**src/rtl/multi_deser.sv**
```systemverilog
// multi_deser: collects an LSB-first serial product stream into W-bit words,
// queues them in a small FIFO and presents the head on a valid/ready port.
// Handshake: a word moves on every rising edge where P_VALID and P_READY are
// both 1; P_VALID never depends combinationally on P_READY, and P is stable
// while P_VALID=1 and P_READY=0.
module multi_deser #(
  parameter int W     = 8,
  parameter int LAT   = 6,
  parameter int DEPTH = 2
) (
  input  logic         CLK,
  input  logic         RST,
  input  logic         SIN,
  input  logic         SYNC,
  output logic [W-1:0] P,
  output logic         P_VALID,
  input  logic         P_READY,
  output logic         OVF,
  output logic [7:0]   FRM_CNT
);

  localparam int AW  = (DEPTH > 1) ? $clog2(DEPTH) : 1;
  localparam int CW  = $clog2(W);
  localparam int SKW = (LAT > 0) ? $clog2(LAT + 1) : 1;

  typedef enum logic {
    ST_SKIP  = 1'b0,
    ST_SHIFT = 1'b1
  } state_e;

  // With no latency to skip, the stream is sampled from the first edge.
  localparam state_e ST_RESET = (LAT == 0) ? ST_SHIFT : ST_SKIP;

  state_e          state_q, state_d;
  logic [SKW-1:0]  skip_q, skip_d;
  logic [CW-1:0]   cnt_q, cnt_d;
  logic [W-1:0]    sh_q, sh_d;
  logic            done;
  logic [W-1:0]    word;

  logic [W-1:0]    mem_q [DEPTH];
  logic [AW-1:0]   rd_q, rd_d, wr_q, wr_d;
  logic [AW:0]     count_q, count_d;
  logic [W-1:0]    p_q, p_d;
  logic            pv_q, pv_d;
  logic            ovf_q, ovf_d;
  logic [7:0]      frm_q, frm_d;
  logic            pop, push, full, drop;

  // Deserializer FSM: skip latency, then shift bits; SYNC realigns to bit 0.
  always_comb begin
    state_d = state_q;
    skip_d  = skip_q;
    cnt_d   = cnt_q;
    sh_d    = sh_q;
    done    = 1'b0;
    word    = {SIN, sh_q[W-2:0]};
    if (SYNC) begin
      state_d = ST_SHIFT;
      skip_d  = '0;
      cnt_d   = CW'(1);
      sh_d    = '0;
      sh_d[0] = SIN;
    end else begin
      case (state_q)
        ST_SKIP: begin
          if (skip_q <= SKW'(1)) begin
            state_d = ST_SHIFT;
            skip_d  = '0;
          end else begin
            skip_d = skip_q - SKW'(1);
          end
        end
        default: begin
          sh_d[cnt_q] = SIN;
          if (cnt_q == CW'(W - 1)) begin
            done  = 1'b1;
            cnt_d = '0;
          end else begin
            cnt_d = cnt_q + CW'(1);
          end
        end
      endcase
    end
  end

  // FIFO control: a pop on the same edge frees room for a completing word;
  // the registered head is computed from the post-edge FIFO contents.
  always_comb begin
    pop     = pv_q & P_READY;
    full    = (count_q == (AW+1)'(DEPTH));
    push    = done & (~full | pop);
    drop    = done & full & ~pop;
    rd_d    = pop  ? rd_q + AW'(1) : rd_q;
    wr_d    = push ? wr_q + AW'(1) : wr_q;
    count_d = count_q;
    if (push && !pop) begin
      count_d = count_q + (AW+1)'(1);
    end else if (pop && !push) begin
      count_d = count_q - (AW+1)'(1);
    end
    p_d = p_q;
    if (count_d != '0) begin
      if (push && (wr_q == rd_d)) begin
        p_d = word;
      end else begin
        p_d = mem_q[rd_d];
      end
    end
    pv_d  = (count_d != '0);
    ovf_d = ovf_q | drop;
    frm_d = push ? frm_q + 8'd1 : frm_q;
  end

  // State registers with asynchronous reset.
  always_ff @(posedge CLK or posedge RST) begin
    if (RST) begin
      state_q <= ST_RESET;
      skip_q  <= SKW'(LAT);
      cnt_q   <= '0;
      sh_q    <= '0;
      rd_q    <= '0;
      wr_q    <= '0;
      count_q <= '0;
      p_q     <= '0;
      pv_q    <= 1'b0;
      ovf_q   <= 1'b0;
      frm_q   <= '0;
    end else begin
      state_q <= state_d;
      skip_q  <= skip_d;
      cnt_q   <= cnt_d;
      sh_q    <= sh_d;
      rd_q    <= rd_d;
      wr_q    <= wr_d;
      count_q <= count_d;
      p_q     <= p_d;
      pv_q    <= pv_d;
      ovf_q   <= ovf_d;
      frm_q   <= frm_d;
    end
  end

  // FIFO storage; contents are only meaningful between the pointers.
  always_ff @(posedge CLK) begin
    if (push) begin
      mem_q[wr_q] <= word;
    end
  end

  assign P       = p_q;
  assign P_VALID = pv_q;
  assign OVF     = ovf_q;
  assign FRM_CNT = frm_q;

endmodule

```
**config.mk**
```make
export PLATFORM = sky130hd
export DESIGN_NAME = multi_deser
export DESIGN_NICKNAME = d
export VERILOG_FILES = /design/src/rtl/multi_deser.sv
export SDC_FILE = /design/constraint.sdc
export NUM_CORES = 1
export LEC_CHECK = 0
export BUFFER_PORTS_ARGS = -buffer_cell sky130_fd_sc_hd__buf_2
export CORE_UTILIZATION = 43
export DETAILED_ROUTE_END_ITERATION = 7
export PLACE_DENSITY_LB_ADDON = 0.05
export SYNTH_ARGS = -nofsm -noshare
export SYNTH_HDL_FRONTEND = slang
export SYNTH_SLANG_ARGS = --single-unit
```
**constraint.sdc**
```tcl
create_clock -name CLK -period 5.15 [get_ports CLK]
set_clock_uncertainty 0.1 [all_clocks]
set_input_delay 0.2575 -clock CLK [delete_from_list [all_inputs] [get_ports CLK]]
set_output_delay 0.2575 -clock CLK [all_outputs]
set_load 0.02 [all_outputs]
```
Word level (Yosys, flattened, before mapping):

Memory sizes are Yosys's and may differ from the RTL's. A register that Yosys moved wholly into a read port is not among the register bits.
Cells that the tools add are included.

* bits in latches: 0
* memories kept: 1
* memory bits (writable): 16
* bits in registers: 29
* output and inout bits: 18
* memory bits (read-only): 0

Memory list
* mem_q: depth 2, bits a word 8, read ports 1, clocked after Yosys merged registers in 1, wr ports 1, RTL line 41 `logic [W-1:0] mem_q [DEPTH];`

* bitwise logic cells: 8
* reductions and logical operators: 7
* add/subtract/negate cells: 7
* shift operators: 0
* order comparisons: 3
* eq/ne operators: 3
* mux-type cells: 22
* div/mod/pow operators: 0
* multiply operators: 0

Operator list (number)
* 3-bit 2-to-1 mux: 6
* 8-bit 2-to-1 mux: 2
* 1-bit 2-to-1 mux: 10
* 8-bit by 1-bit adder with 8-bit output (second input constant): 1
* 8-bit bitwise mux: 1
* 1-bit bitwise AND: 4
* 3-bit by 4-bit less-than comparator with 1-bit output (second input constant): 1
* 2-bit 2-to-1 mux: 2
* 2-bit nonzero test: 2
* 3-bit by 1-bit adder with 3-bit output (second input constant): 1
* 1-bit demux with 3-bit select: 1
* 3-bit equality test (second input constant): 1
* 3-bit by 1-bit >= comparator with 1-bit output (second input constant): 1
* 3-bit by 1-bit less-or-equal comparator with 1-bit output (second input constant): 1
* 1-bit logical AND: 3
* 3-bit by 1-bit subtractor with 3-bit output (second input constant): 1
* 1-bit adder (second input constant): 2
* 2-bit by 1-bit adder with 2-bit output (second input constant): 1
* 2-bit equality test (second input constant): 1
* 1-bit logical NOT: 2
* 2-bit inequality test (second input constant): 1
* 1-bit inverter: 2
* 1-bit bitwise OR: 2
* 2-bit by 1-bit subtractor with 2-bit output (second input constant): 1

Depth between registers and ports, before layout:

Gate-level depths: netlist of run 1.

* depth in word-level cells: 10
* mapped depth: 7
* mapped depth without buffers: 7

Worst setup path after synthesis of run 1:

Ideal clock, no wire load.

* path type: register -> register
* start point: register cnt_q[1]
* end point: register p_q[0] (netlist: P[0]), read port of mem_q
* cell stages (with the launch flop): 8
* arrival time: 2.231 ns
* setup time: 0.125 ns
* path slack: 2.695 ns
* cells stage by stage: dfrtp_1 -> ha_1 -> ha_1 -> nand3b_1 -> nor3b_2 -> mux2i_2 -> mux2_2 -> mux2_2

* cells in the longest elaborated chain, start to end: 10
* elaborated cells between the ends (all ways): 11

Ends and longest elaborated chain
* from (decl): RTL line 36 `logic [CW-1:0] cnt_q, cnt_d;`
* from (signal assigned): RTL line 132 `cnt_q <= cnt_d;`
* 3-bit equality test *: RTL line 76 `if (cnt_q == CW'(W - 1)) begin`
* 1-bit 2-to-1 mux *: RTL line 76
* 1-bit 2-to-1 mux *: RTL line 65 `case (state_q)`
* 1-bit 2-to-1 mux *: RTL line 58 `if (SYNC) begin`
* 1-bit bitwise AND *: RTL line 92 `push = done & (~full | pop);`
* 1-bit logical NOT: RTL line 99 `end else if (pop && !push) begin`
* 1-bit logical AND: RTL line 99
* 2-bit 2-to-1 mux: RTL line 99
* 2-bit 2-to-1 mux *: RTL line 97 `if (push && !pop) begin`
* 2-bit nonzero test *: RTL line 103 `if (count_d != '0) begin`
* to (decl): RTL line 44 `logic [W-1:0] p_q, p_d;`

Every way passes the cells marked *; elsewhere a longest branch is shown, timed or not.
A chain may end at the register's enable or synchronous reset.

Worst setup path after layout of run 1:

Ends and elaborated chain as after synthesis.

==> results of run 1 <==
[Yosys cell counts, drive strengths merged]
master	instances	area (µm²)
a21boi	1	7.51
a21oi	7	35.0
a31o	1	8.76
and2	1	8.76
and3	1	6.26
and3b	1	10.0
buf	1	11.3
clkbuf	1	3.75
dfrtp	34	851
dfstp	2	52.6
edfxtp	16	480
ha	6	75.1
inv	8	30.0
mux2	26	293
mux2i	8	83.8
nand2	9	41.3
nand2b	2	12.5
nand3	2	10.0
nand3b	2	15.0
nand4	1	6.26
nand4b	2	17.5
nor2	16	60.1
nor3	5	30.0
nor3b	3	27.5
o211ai	1	7.51
o21ai	6	41.3
o31ai	1	7.51
or4	1	7.51
xnor2	4	35.0
xor2	6	71.3
[placed cells by master, fill, tap and decap left out, types with 2 or more instances in the layout]
cell and instances:
dfrtp_1 34, mux2_2 26, buf_2 22, nor2_1 16, edfxtp_1 16, nand2_1 8, inv_1 8, mux2i_1 7
a21oi_1 7, clkbuf_8 7, ha_1 6, xor2_1 5, o21ai_0 5, nor3_1 4, xnor2_1 4, nand3b_1 2
nand3_1 2, nand2b_1 2, nor3b_1 2, nand4b_1 2, dfstp_2 2
[worst paths after layout]
path	from	to	slack (ps)	depth (start not counted)
setup / recovery	cnt_q[1]	P[0]	2100	7
hold / removal	SIN	mem_q[0][7]	190	1
setup reg to reg	cnt_q[1]	P[0]	2100	7
hold reg to reg	FRM_CNT[7]	FRM_CNT[7]	370	1
max in group asynchronous	RST	skip_q[2]	4110	4
min in group asynchronous	RST	count_q[1]	500	4
[metal layers]
| layer | GRT usage | wire length [µm] |
|---|---|---|
| met5 | 0 | 0 |
| met1 | 0.199 | 1910 |
| met2 | 0.280 | 2100 |
| met3 | 0.0437 | 107 |
| met4 | 0.0617 | 42 |
[final cells by class]
cell class	instances	area [µm²]	share of cell area
sequential	52	1380	0.518
multi-input combinational	113	918	0.343
timing repair buffer	24	128	0.0477
clock buffer	7	96.3	0.0360
tap	70	87.6	0.0328
clock inverter	1	30.0	0.0112
inverter	8	30.0	0.0112
[cells by family (layout without fill, tap and decap cells)]
family,after synthesis,in the layout
adders and majority gates,6,6
DFF,52,52
buffers and inverters,10,40
AOI/OAI and AO/OA,17,17
xor gates and xnor gates,10,10
muxes,34,34
and+or+nand+nor,46,46
[flip-flops by register name, summed over array words and instances, names as in the netlist]
register,flops
wr_q,1
P,8
rd_q,1
OVF,1
state_q,1
count_q,2
mem_q,16
sh_q,7
P_VALID,1
FRM_CNT,8
skip_q,3
cnt_q,3
[metrics by stage]
stage / hold WS [ps] / area [µm²] / worst slack, ps / power, mW
after floorplan: 256 / 2350 / 2690 / 0.866
after global placement: 279 / 2540 / 2240 / 0.954
after detailed placement: 293 / 2540 / 2120 / 0.976
after CTS: 183 / 2670 / 2090 / 1.28
after global routing: 195 / 2670 / 1890 / 1.33
final: 194 / 2670 / 2100 / 1.26
[power breakdown]
part,internal [mW],switching [mW]
clock,0.171,0.129
combinational,0.198,0.212
sequential,0.495,0.0555
[critical path: cells and delay by family (launching register included)]
family                   cells  cell delay (ps)
AND/OR/NAND/NOR              2              930
flip-flops                   1              490
multiplexers                 3             1010
adder cells (fa/ha/maj)      2              400
[timing repair]
action	CTS	global route
setup buffers	0	0
hold buffers	1	0
endpoints found under the hold margin	34	0
==> impl_results.md, run 1 <==
* Status: finished, final reports clean
* Critical path launch point type: flip-flop
* Post-Layout Cell Count at 275
* Antenna cells at 0
* Inst Count DP at 266
* Initial antenna violation count at 0
* Max incr delay on CP at 750 ps
* # DRC at 0
* Share of layout cells above drive strength 1 at 0.332
* Drt initial violations at 67
* Die ar. at 5760 µm²
* Skew-Pair Late Insertion Delay at 300 ps
* RSZ-0062 raised after global routing: no
* Max clock buf depth at 2
* Total congestion overflow at 0
* Worst hold path class: input pin to flip-flop
* WL per Instance at 15.1 µm
* Max capacitance violation total at 0
* Seq/Total Area, Yosys at 0.590
* Post-synthesis adder-cell area fraction at 0.0320
* H-tree levels at 2
* CP max FO at 9
* Post-CTS sizing at 0
* Starting Density at 0.454
* Final wirelength at 4.16 mm
* Vias per inst at 5.04
* Die Y at 75.9 µm
* Fraction of synthesized area in multiplexers at 0.160
* Critical Path RT at 5240 ps
* TritonCTS Buffers at 5
* TritonCTS Sinks at 52
* Filler cells at 439
* VDD IR-drop max at 248 µV
* Core Footprint at 5170 µm²
* F_max at 0.328 GHz
* I/O Pins at 23
* GRT Util Overall at 0.164
* Tmin final at 3050 ps
* CTS tree: yes
* Number of synthesized register bits at 52
* DR vias at 1385
* Max-slew violations at 0
* First-pass GRT wire length at 6.75 mm
* Ys Warns at 0
* Final hold viol count at 0
* Clk root buf: clkbuf_8
* Largest net degree at the start of global routing at 37
* Rel. slew slack at 0.414
* Lkg Pwr at 1.17 nW
* Synth-to-layout area growth at 13.9%
* Syn_nets at 186
* Clock transition at path regs at 80 ps
* TNS Setup at 0 ps
* Yosys cell types at 36
* Synthesized area at 2350 µm²
* First-pass DRT Iterations at 4
* Post-Synth Simple-Gate Area at 0.108
* Fin crit share at 0.592
* Largest family of logic cells by synthesized area: multiplexers
* Die width at 75.9 µm
* Vias in the first global route at 1430
* Post-Syn Instances at 175
* Complex-gate fraction of the synthesized area at 0.0458
* CP arrival at 3140 ps
* Crit end category: flip-flop
* Post-DP HPWL at 2.95 mm
* Post-DRT Antenna Nets at 0
* Worst-path cell chain: ha_1 > ha_1 > nand3b_1 > nor3b_2 > mux2i_2 > mux2_2 > mux2_2
* GPL Wtd Cong at 0.766
* Type of the worst setup path: flip-flop to flip-flop
* Average size of a mapped cell at 13.4 µm²
* Rows at 26
* Post-Route Utilization at 0.517
* XOR/XNOR Fraction of Synth Area at 0.0453
* Highest-delay cell along the critical path: nor3b_2
* Worst-Margin Slew at 876 ps
* Setup violations, final at 0
* Buffers on Ports at 22
* PD cells at 472 nW/µm²
* Nets at 215
No activity file was read; power rests on OpenSTA's default activity.
==> inputs of run 2 (changes only) <==
Clock period 5.15 ns to 2.5 ns, I/O delays scaled along.
==> run 2 against run 1 <==
Cell count rose by 4.7%. Clock-buffer cell count is 1 lower. Critical path depth stayed put. Flip-flop and latch count unchanged. Worst setup slack got worse by 2000 ps. Die area unchanged. First-iteration DRC count up 69%. Critical path type unchanged. Largest cell class unchanged. Highest routed layer unchanged.
==> impl_results.md, run 2 (synthesis gave the netlist of run 1 again) <==
* I/O Pins at 23
* H-tree levels at 2
* TritonCTS Buffers at 5
* First-pass GRT wire length at 7.05 mm
* Starting Density at 0.454
* Antenna cells at 0
* CP max FO at 5
* Skew-Pair Late Insertion Delay at 300 ps
* WL per Instance at 15.0 µm
* Synth-to-layout area growth at 17.4%
* Rows at 26
* Crit end category: flip-flop
* Initial antenna violation count at 0
* Largest net degree at the start of global routing at 22
* RSZ-0062 raised after global routing: no
* Tmin final at 2400 ps
* Setup violations, final at 0
* Final hold viol count at 0
* Die ar. at 5760 µm²
* Die width at 75.9 µm
* Post-DRT Antenna Nets at 0
* Commonest non-fill, non-tap cell in the layout: dfrtp_1
* Post-CTS Setup Inserts at 0
* F_max at 0.417 GHz
* Vias per inst at 4.98
* Share of layout cells above drive strength 1 at 0.367
* Critical path launch point type: flip-flop
* CP arrival at 2490 ps
* VDD IR-drop max at 402 µV
* Filler cells at 464
* Total congestion overflow at 0
* Most flops, register: mem_q
* Max clock buf depth at 2
* Clk root buf: clkbuf_8
* Register area at 1380 µm²
* Die Y at 75.9 µm
* Multi-input logic area at 950 µm²
* PD cells at 924 nW/µm²
* Max capacitance violation total at 0
* Rel. slew slack at 0.465
* Max reg flops at 16
* CTS tree: yes
* Buffers on Ports at 22
* Fin crit share at 0.959
* Status: finished, final reports clean
* Clock transition at path regs at 90 ps
* Post-DP HPWL at 3.07 mm
* Nets at 228
* Vias in the first global route at 1430
* GRT Util Overall at 0.171
* TritonCTS Sinks at 52
* Worst-Margin Slew at 802 ps
* Lkg Pwr at 1.21 nW
* DR vias at 1433
* Final wirelength at 4.33 mm
* Total power at 2.55 mW
* Most frequent cells in the layout: dfrtp_1 (34), mux2_2 (26), buf_2 (22), nor2_1 (16), edfxtp_1 (16)
* Max-slew violations at 0
* GPL Wtd Cong at 0.747
* R2r setup slk at 100 ps
* Core Footprint at 5170 µm²
* Critical Path RT at 2590 ps
* Worst hold path class: input pin to flip-flop
* Type of the worst setup path: flip-flop to flip-flop
* TNS Setup at 0 ps
* # DRC at 0
* First-pass DRT Iterations at 4
* Drt initial violations at 113
==> run 2: power breakdown <==
group | total, mW | switching (mW) | leakage [nW] | internal, mW
Clock | 0.465 | 0.271 | 0.0388 | 0.195
Combinational | 0.946 | 0.487 | 0.575 | 0.459
Sequential | 1.13 | 0.113 | 0.594 | 1.02
Total | 2.55 | 0.871 | 1.21 | 1.67
==> run 2: path summary, 6_finish.rpt <==
check                              end  startpoint  depth (start not counted)
min reg2reg                 FRM_CNT[7]  FRM_CNT[7]                          1
min in group asynchronous      P_VALID         RST                          3
max in group asynchronous         wr_q         RST                          4
max                               P[2]    cnt_q[0]                          7
max reg2reg                       P[2]    cnt_q[0]                          7
min                        mem_q[1][7]         SIN                          1
==> run 2: cell type report <==
class	count	area share
clock buffers	6	0.0263
clock inverters	2	0.00409
inverters	8	0.0109
multi-input cells	114	0.345
flip-flops and latches	52	0.502
well taps	70	0.0318
repair buffers	36	0.0799
==> run 2: per-stage QoR <==
| step | utilization | instances | worst slack (ps) | cell area [µm²] | hold WS (ps) |
|---|---|---|---|---|---|
| final | 0.533 | 288 | 103 | 2760 | 44.3 |
| after floorplan | - | 175 | 44.6 | 2350 | 124 |
| after global placement | 0.507 | 277 | 62.9 | 2620 | 206 |
| after detailed placement | 0.507 | 277 | 31.1 | 2620 | 224 |
| after global routing | 0.533 | 288 | 2.36 | 2760 | 52.0 |
| after CTS | 0.527 | 287 | 26.2 | 2720 | 39.4 |
==> run 2: critical path, stage by stage, from the launching register on <==
cell	delay, ps
dfrtp_1	390
ha_1	200
ha_1	220
and3b_2	250
and2_4	160
or4_4	460
o21ai_4	140
mux2_2	370
==> run 2: routing by layer <==
layer  GRT usage  routed length, µm
met1       0.221               2020
met3      0.0450                161
met4      0.0658                 44
met5           0                  0
met2       0.276               2100
==> run 2: timing repair <==
item                                    4_1_cts  5_1_grt
resized for setup                             0        4
endpoints found under the setup margin        0        8
hold endpoints to repair                     18        0
hold buffers                                  2        0
